[config.mk]
export PLATFORM = sky130hd
export DESIGN_NAME = npu_feed_sequencer
export DESIGN_NICKNAME = d
export VERILOG_FILES = /design/src/rtl/npu_feed_sequencer.sv
export SDC_FILE = /design/constraint.sdc
export NUM_CORES = 1
export LEC_CHECK = 0
export CORE_ASPECT_RATIO = 1.2
export CORE_UTILIZATION = 51
export DETAILED_ROUTE_END_ITERATION = 8
export MAX_ROUTING_LAYER = met4
export PLACE_DENSITY = 0.71
export SYNTH_ARGS = -nofsm -noshare
export SYNTH_HDL_FRONTEND = slang
export SYNTH_SLANG_ARGS = --single-unit
[constraint.sdc]
create_clock -name clk -period 6.5 [get_ports clk]
set_input_delay 0.975 -clock clk [delete_from_list [all_inputs] [get_ports clk]]
set_output_delay 0.975 -clock clk [all_outputs]
set_load 0.03 [all_outputs]
[src/rtl/npu_feed_sequencer.sv]
// npu_feed_sequencer: walks one conv layer's fmap/param buffers for NPUCore.
// Issues buffer reads (beat fastest, then output-channel group, then pixel),
// aligns MAC valid/adder_rst with the 1-cycle buffer latency, and tags each
// window through a fixed-depth pipe so out_valid lines up with MAC_data_out.
// Optional build macro: NPU_SEQ_PERF_EN adds perf_cycles/perf_stalls counters.
module npu_feed_sequencer #(
  parameter int BEATS    = 4,
  parameter int REPEATS  = 5,
  parameter int PIXELS   = 1024,
  parameter int PIPE_DLY = 10,
  parameter int FADDR_W  = 12,
  parameter int PADDR_W  = 5,
  parameter int PIX_W    = (PIXELS  > 1) ? $clog2(PIXELS)  : 1,
  parameter int REP_W    = (REPEATS > 1) ? $clog2(REPEATS) : 1,
  parameter int BEAT_W   = (BEATS   > 1) ? $clog2(BEATS)   : 1
) (
  input  logic               clk,
  input  logic               rst,
  input  logic               start,
  input  logic               hold,
  output logic               fmap_rd_en,
  output logic [FADDR_W-1:0] fmap_rd_addr,
  output logic               param_rd_en,
  output logic [PADDR_W-1:0] param_rd_addr,
  output logic               mac_in_valid,
  output logic               adder_rst,
  output logic               out_valid,
  output logic [PIX_W-1:0]   out_pix,
  output logic [REP_W-1:0]   out_rep,
`ifdef NPU_SEQ_PERF_EN
  output logic [31:0]        perf_cycles,
  output logic [31:0]        perf_stalls,
`endif
  output logic               busy,
  output logic               done
);

  typedef enum logic [1:0] {IDLE, RUN, DRAIN, DONE} state_t;

  typedef struct packed {
    logic             vld;
    logic [PIX_W-1:0] pix;
    logic [REP_W-1:0] rep;
  } tag_t;

  localparam bit BEATS_POW2 = (BEATS > 1) && ((BEATS & (BEATS - 1)) == 0);

  state_t state_q, state_d;

  logic [PIX_W-1:0]  pix_q, pix_d;
  logic [REP_W-1:0]  rep_q, rep_d;
  logic [BEAT_W-1:0] beat_q, beat_d;
  logic              rd_en;
  logic              beat_last, rep_last, pix_last, last_read;
  logic              accept;
  logic              last_tag;
  tag_t              tag_pipe [PIPE_DLY];

  assign accept    = (state_q == IDLE) && start;
  assign rd_en     = (state_q == RUN) && !hold;
  assign beat_last = (beat_q == BEAT_W'(BEATS - 1));
  assign rep_last  = (rep_q == REP_W'(REPEATS - 1));
  assign pix_last  = (pix_q == PIX_W'(PIXELS - 1));
  assign last_read = rd_en && beat_last && rep_last && pix_last;

  assign fmap_rd_en  = rd_en;
  assign param_rd_en = rd_en;

  // Power-of-two beat counts place the beat index in the low address bits.
  if (BEATS_POW2) begin : g_addr_cat
    assign fmap_rd_addr  = FADDR_W'({pix_q, beat_q});
    assign param_rd_addr = PADDR_W'({rep_q, beat_q});
  end else begin : g_addr_mul
    assign fmap_rd_addr  = FADDR_W'(pix_q) * FADDR_W'(BEATS) + FADDR_W'(beat_q);
    assign param_rd_addr = PADDR_W'(rep_q) * PADDR_W'(BEATS) + PADDR_W'(beat_q);
  end

  // State register.
  always_ff @(posedge clk or posedge rst) begin
    if (rst) state_q <= IDLE;
    else     state_q <= state_d;
  end

  // Next-state logic; DRAIN waits for the final window's tag to leave the pipe.
  always_comb begin
    state_d = state_q;
    case (state_q)
      IDLE:    if (start) state_d = RUN;
      RUN:     if (last_read) state_d = DRAIN;
      DRAIN:   if (last_tag) state_d = DONE;
      DONE:    state_d = IDLE;
      default: state_d = IDLE;
    endcase
  end

  assign busy = (state_q == RUN) || (state_q == DRAIN);
  assign done = (state_q == DONE);

  // Read walk counters: beat fastest, pixel slowest; frozen while held.
  always_ff @(posedge clk or posedge rst) begin
    if (rst) begin
      pix_q  <= '0;
      rep_q  <= '0;
      beat_q <= '0;
    end else if (accept) begin
      pix_q  <= '0;
      rep_q  <= '0;
      beat_q <= '0;
    end else if (rd_en) begin
      if (beat_last) begin
        beat_q <= '0;
        if (rep_last) begin
          rep_q <= '0;
          pix_q <= pix_last ? '0 : pix_q + 1'b1;
        end else begin
          rep_q <= rep_q + 1'b1;
        end
      end else begin
        beat_q <= beat_q + 1'b1;
      end
    end
  end

  // Delay the issued read by the buffer latency so valid meets its data.
  always_ff @(posedge clk or posedge rst) begin
    if (rst) begin
      mac_in_valid <= 1'b0;
      pix_d        <= '0;
      rep_d        <= '0;
      beat_d       <= '0;
    end else begin
      mac_in_valid <= rd_en;
      pix_d        <= pix_q;
      rep_d        <= rep_q;
      beat_d       <= beat_q;
    end
  end

  assign adder_rst = mac_in_valid && (beat_d == '0);

  // Window tag pipe: always shifts, so hold bubbles travel through as empty slots.
  always_ff @(posedge clk or posedge rst) begin
    if (rst) begin
      for (int i = 0; i < PIPE_DLY; i++) tag_pipe[i] <= '0;
    end else begin
      tag_pipe[0].vld <= mac_in_valid && (beat_d == BEAT_W'(BEATS - 1));
      tag_pipe[0].pix <= (mac_in_valid && (beat_d == BEAT_W'(BEATS - 1))) ? pix_d : '0;
      tag_pipe[0].rep <= (mac_in_valid && (beat_d == BEAT_W'(BEATS - 1))) ? rep_d : '0;
      for (int i = 1; i < PIPE_DLY; i++) tag_pipe[i] <= tag_pipe[i-1];
    end
  end

  assign out_valid = tag_pipe[PIPE_DLY-1].vld;
  assign out_pix   = tag_pipe[PIPE_DLY-1].pix;
  assign out_rep   = tag_pipe[PIPE_DLY-1].rep;
  assign last_tag  = out_valid && (out_pix == PIX_W'(PIXELS - 1)) &&
                     (out_rep == REP_W'(REPEATS - 1));

`ifdef NPU_SEQ_PERF_EN
  // Busy and stall cycle counters; cleared per layer, saturating, idle after done.
  always_ff @(posedge clk or posedge rst) begin
    if (rst) begin
      perf_cycles <= '0;
      perf_stalls <= '0;
    end else if (accept) begin
      perf_cycles <= '0;
      perf_stalls <= '0;
    end else begin
      if (busy && (perf_cycles != '1)) perf_cycles <= perf_cycles + 1'b1;
      if ((state_q == RUN) && hold && (perf_stalls != '1)) perf_stalls <= perf_stalls + 1'b1;
    end
  end
`endif

endmodule

# Yosys cells after proc, flatten, opt, wreduce, memory -nomap -nowiden
# Index checks and enable logic that the tools add are counted.
# W data, S select, Z words.
dict set report word_totals {
  register_bits 173
  input_bits 4
  word_cells 90
}
dict set report classes {
  n_addsub 3
  n_eq_ne 12
  n_mux 18
  reduce_logical 19
}
# op count
set op_table {}
lappend op_table {{$mux W10} 6}
lappend op_table {{$eq A10 B10 Y1 const B} 2}
lappend op_table {{$mux W3} 5}
lappend op_table {{$mux W2} 6}
lappend op_table {{$add A10 B1 Y10 const B} 1}
lappend op_table {{$logic_and A1 B1 Y1} 9}
lappend op_table {{$eq A2 B2 Y1 const B} 4}
lappend op_table {{$pmux W2 S4} 1}
lappend op_table {{$eq A3 B3 Y1 const B} 2}
lappend op_table {{$ne A2 B2 Y1 const B} 3}
lappend op_table {{$reduce_and A3 Y1} 2}
lappend op_table {{$reduce_bool A2 Y1} 3}
lappend op_table {{$logic_not A2 Y1} 2}
lappend op_table {{$add A3 B1 Y3 const B} 1}
lappend op_table {{$add A2 B1 Y2 const B} 1}
lappend op_table {{$eq A2 B1 Y1 const B} 1}
lappend op_table {{$reduce_and A2 Y1} 1}
lappend op_table {{$logic_not A1 Y1} 1}
lappend op_table {{$logic_or A1 B1 Y1} 1}

# Depth between registers and ports, before layout
dict set report depth {
  word_depth 7
  mapped_depth 7
}

# Worst setup path after synthesis
# Ideal clock, no wire load.
dict set report synth_timing {
  kind {input port to output port}
  from {input hold}
  to {output param_rd_en}
  t_arrival_ns 1.797
  t_required_ns 5.525
  path_slack_ns 3.728
  stages 3
  n_path_buf 2
  cell_sequence {nor2b_1 clkbuf_1 buf_4}
}
dict set report synth_via {
  elab_chain_cells 2
}
# item line
set synth_rtl {}
lappend synth_rtl {{start: declaration} 20} ;# input logic hold,
lappend synth_rtl {{$logic_not A1 Y1} 60} ;# assign rd_en = (state_q == RUN) && !hold;
lappend synth_rtl {{$logic_and A1 B1 Y1} 60}
lappend synth_rtl {{end: declaration} 23} ;# output logic param_rd_en,
# No other way between the ends.

# Worst setup path in the final report
dict set report layout_timing {
  from {input hold}
  to {output fmap_rd_en}
}
dict set report layout_via {
  elab_chain_cells 2
}
# item line
set layout_rtl {}
lappend layout_rtl {{$logic_not A1 Y1} 60}
lappend layout_rtl {{$logic_and A1 B1 Y1} 60}
lappend layout_rtl {{end: declaration} 21} ;# output logic fmap_rd_en,
# No other way between the ends.

==> results.cfg <==
[grt]
grt_pass1_vias = 2433
grt_usage = 0.1610
grtUsageMet2 = 0.2564
met3_usage = 0.04268
met1_usage = 0.1749
busiest_layer = met2
grt_first_pass_wirelength_um = 11700
globalRoute.totalOverflow = 0
grt_max_degree = 105
antenna_found_initial = 0

[clock_network]
cts_sinks = 173
hold_buffers = 0
cts_resized = 0
post_cts_buffers = 0
cts_buffers = 17
clk_path_buf_depth = 2
cts.htree.levels = 4
cts_tree = done
insertion_delay_ps = 410
cts-root-buf = clkbuf_16
clkTransAtPathRegs_ps = 60

[worst_hold_path]
min_from = tag_pipe[135]$_DFF_PP0_
min_to = tag_pipe[121]$_DFF_PP0_
hold_class = reg -> reg
hold_depth = 0

[synthesis]
synth_seq_area_share = 0.8388
ys_seq_elements = 173
synth.avg_cell_area_um2 = 17.38
yosysWarningCount = 0
ys.flop_type = dfrtp_1
synth_edf_count = 0
synth_top_area_frac = 0.8388
yosysMostFrequentCell = dfrtp_1
yosysTopAreaCell = dfrtp_1
syn_area_um2 = 5161
synth_area_leaders = dfrtp_1 84%, buf_4 2.3%, ha_1 2.2%
netlist_instances = 297
synth_common_cells = 173 x dfrtp_1, 16 x buf_4, 15 x and2_1
synth_cell_types = 36
syn_nets = 310
synthArstFlopShare = 1.000

[drt]
num_vias = 2332
wl_per_cell_um = 14.92
first_pass_iters = 4
wl_um = 7027
antenna_left = 0
vias_per_cell = 4.951
initialDrtViolationCount = 128
drc_errors = 0

[worst_setup_path]
slowest_stage = clkdlybuf4s50_1
worst-path-buf-inv = 2
cp.arrival_ps = 2660
worstPathMaxFanout = 8
path_cells = clkdlybuf4s50_1 -> nor2b_1 -> clkdlybuf4s50_1
worstRegToRegCells = 6
path_common_cell = clkdlybuf4s50_1
worst_path_dominant_cell_family = buffers and inverters
max_stage_delay_ps = 790
required_ps = 5520
critPathKind = in -> out
critPathCaptureType = output port
r2r_slack_ps = 4360
r2r-end = state_q[1]$_DFFE_PP0P_
startpoint_type = input port
r2r-start = rep_q[0]$_DFFE_PP0P_

[timing]
hold_viol_final = 0
period_needed_ps = 3633
fin_worst_skew_ps = 6.309
rsz0062_at_grt = no
slew_headroom = 0.4046
fin_crit_sh = 0.5589
slew_viol_final = 0
fmax_mhz = 275.3
final-setup-viol-count = 0
tns_ps = 0
worstMarginPinSlew_ps = 893.1

[placed_design]
gp_congestion = 0.8170
portBuffers = 40
dpl.hpwl_um = 3984
place_area_um2 = 5597

[final_layout]
syn2layout_area_growth_pct = 19.66
nets = 351
n_antenna_cell = 0
drive_gt1_frac = 0.09770
stdcell_area_um2 = 6176
fillCellCount = 691

[job]
max-cap-violations = 0

[floorplanning]
ios = 41
die_h_um = 112.2
num_rows = 39
dieArea_um2 = 10530
core_area_um2 = 9662
floorplan.initialDensity = 0.5342
die_w_um = 93.84

[power_and_ir_drop]
worst_ir_drop_vdd_v = 0.0002482
p_leak_nw = 3.079
p_per_area_nw_per_um2 = 399.9

[run_status]
status = finished clean
## registers in the layout, summed over array words and instances, names as in the netlist
register	count
beat_d	2
beat_q	2
mac_in_valid	1
out_pix	10
out_rep	3
out_valid	1
pix_d	10
pix_q	10
rep_d	3
rep_q	3
state_q	2
tag_pipe	126
## power breakdown
group / total (W) / switching [W] / internal (W)
clock network: 0.000980 / 0.000364 / 0.000616
registers: 0.00125 / 0.0000621 / 0.00119
logic: 0.000237 / 0.000143 / 0.0000943
## final cells by class
type	instances	area, um2	area share
Timing Repair Buffer	41	407.9	0.06605
Clock buffer	22	464.2	0.07516
Sequential cell	173	4329	0.7010
Clock inverter	7	115.1	0.01864
Inverter	7	31.28	0.005065
Multi-Input combinational cell	98	674.4	0.1092
Tap cell	123	153.9	0.02492
## how the worst max path moves through the flow
| stage | depth (start not counted) | to | start |
|---|---|---|---|
| floorplan | 1 | beat_d[0]$_DFF_PP0_ | rst |
| global placement | 3 | param_rd_en | hold |
| detailed placement | 3 | param_rd_en | hold |
| CTS | 3 | fmap_rd_en | hold |
| global route | 3 | fmap_rd_en | hold |
| finish | 3 | fmap_rd_en | hold |
## kinds of logic (layout without fill, tap and decap cells)
kind of cell | Yosys count | count (layout) | synth area share
fa+ha+maj | 9 | 9 | 0.02182
compound gates | 18 | 18 | 0.02158
simple gates | 63 | 63 | 0.07273
flops | 173 | 173 | 0.8388
xor+xnor | 5 | 5 | 0.008486
buf+inv | 26 | 77 | 0.03055
mux | 3 | 3 | 0.006061
## per-stage QoR
| stage | utilization | hold WS (ps) | total power (W) | instances | worst slack [ps] |
|---|---|---|---|---|---|
| final | 0.6392 | 344.5 | 0.002470 | 471 | 2867 |
| after global routing | 0.6392 | 351.3 | 0.002570 | 471 | 2741 |
| after CTS | 0.6392 | 344.5 | 0.002502 | 471 | 2857 |
| after detailed placement | 0.5793 | 334.7 | 0.001507 | 442 | 2867 |
| after global placement | 0.5793 | 332.6 | 0.001495 | 442 | 2899 |
| after floorplan | - | 331.2 | 0.001417 | 297 | 836.5 |
## metal layers
layer | wire [um] | up-vias
met5 | 0 | -
met4 | 220 | 0
met3 | 313 | 21
met2 | 3712 | 71
met1 | 2780 | 1199
li1 | - | 1041
## cells in the final DEF, fill, tap and decap left out, types with 2 or more instances in the layout
cell type        synthesis  routed
dfrtp_1                173     173
clkdlybuf4s50_1          0      40
clkbuf_16                0      17
and2_1                  15      15
nand2_1                 11      11
ha_1                     9       9
nor2_1                   8       8
a21oi_1                  7       7
inv_1                    7       6
nand3_1                  6       6
nand4_1                  5       5
o21ai_0                  4       4
xnor2_1                  3       3
or3_1                    3       3
clkbuf_1                 3       3
bufinv_16                0       3
and3_1                   2       2
mux2i_1                  2       2
or4_1                    2       2
o41ai_1                  2       2
xor2_1                   2       2
clkbuf_8                 0       2
clkinv_2                 0       2
clkinvlp_4               0       2
No activity file was read; power rests on OpenSTA's default activity.
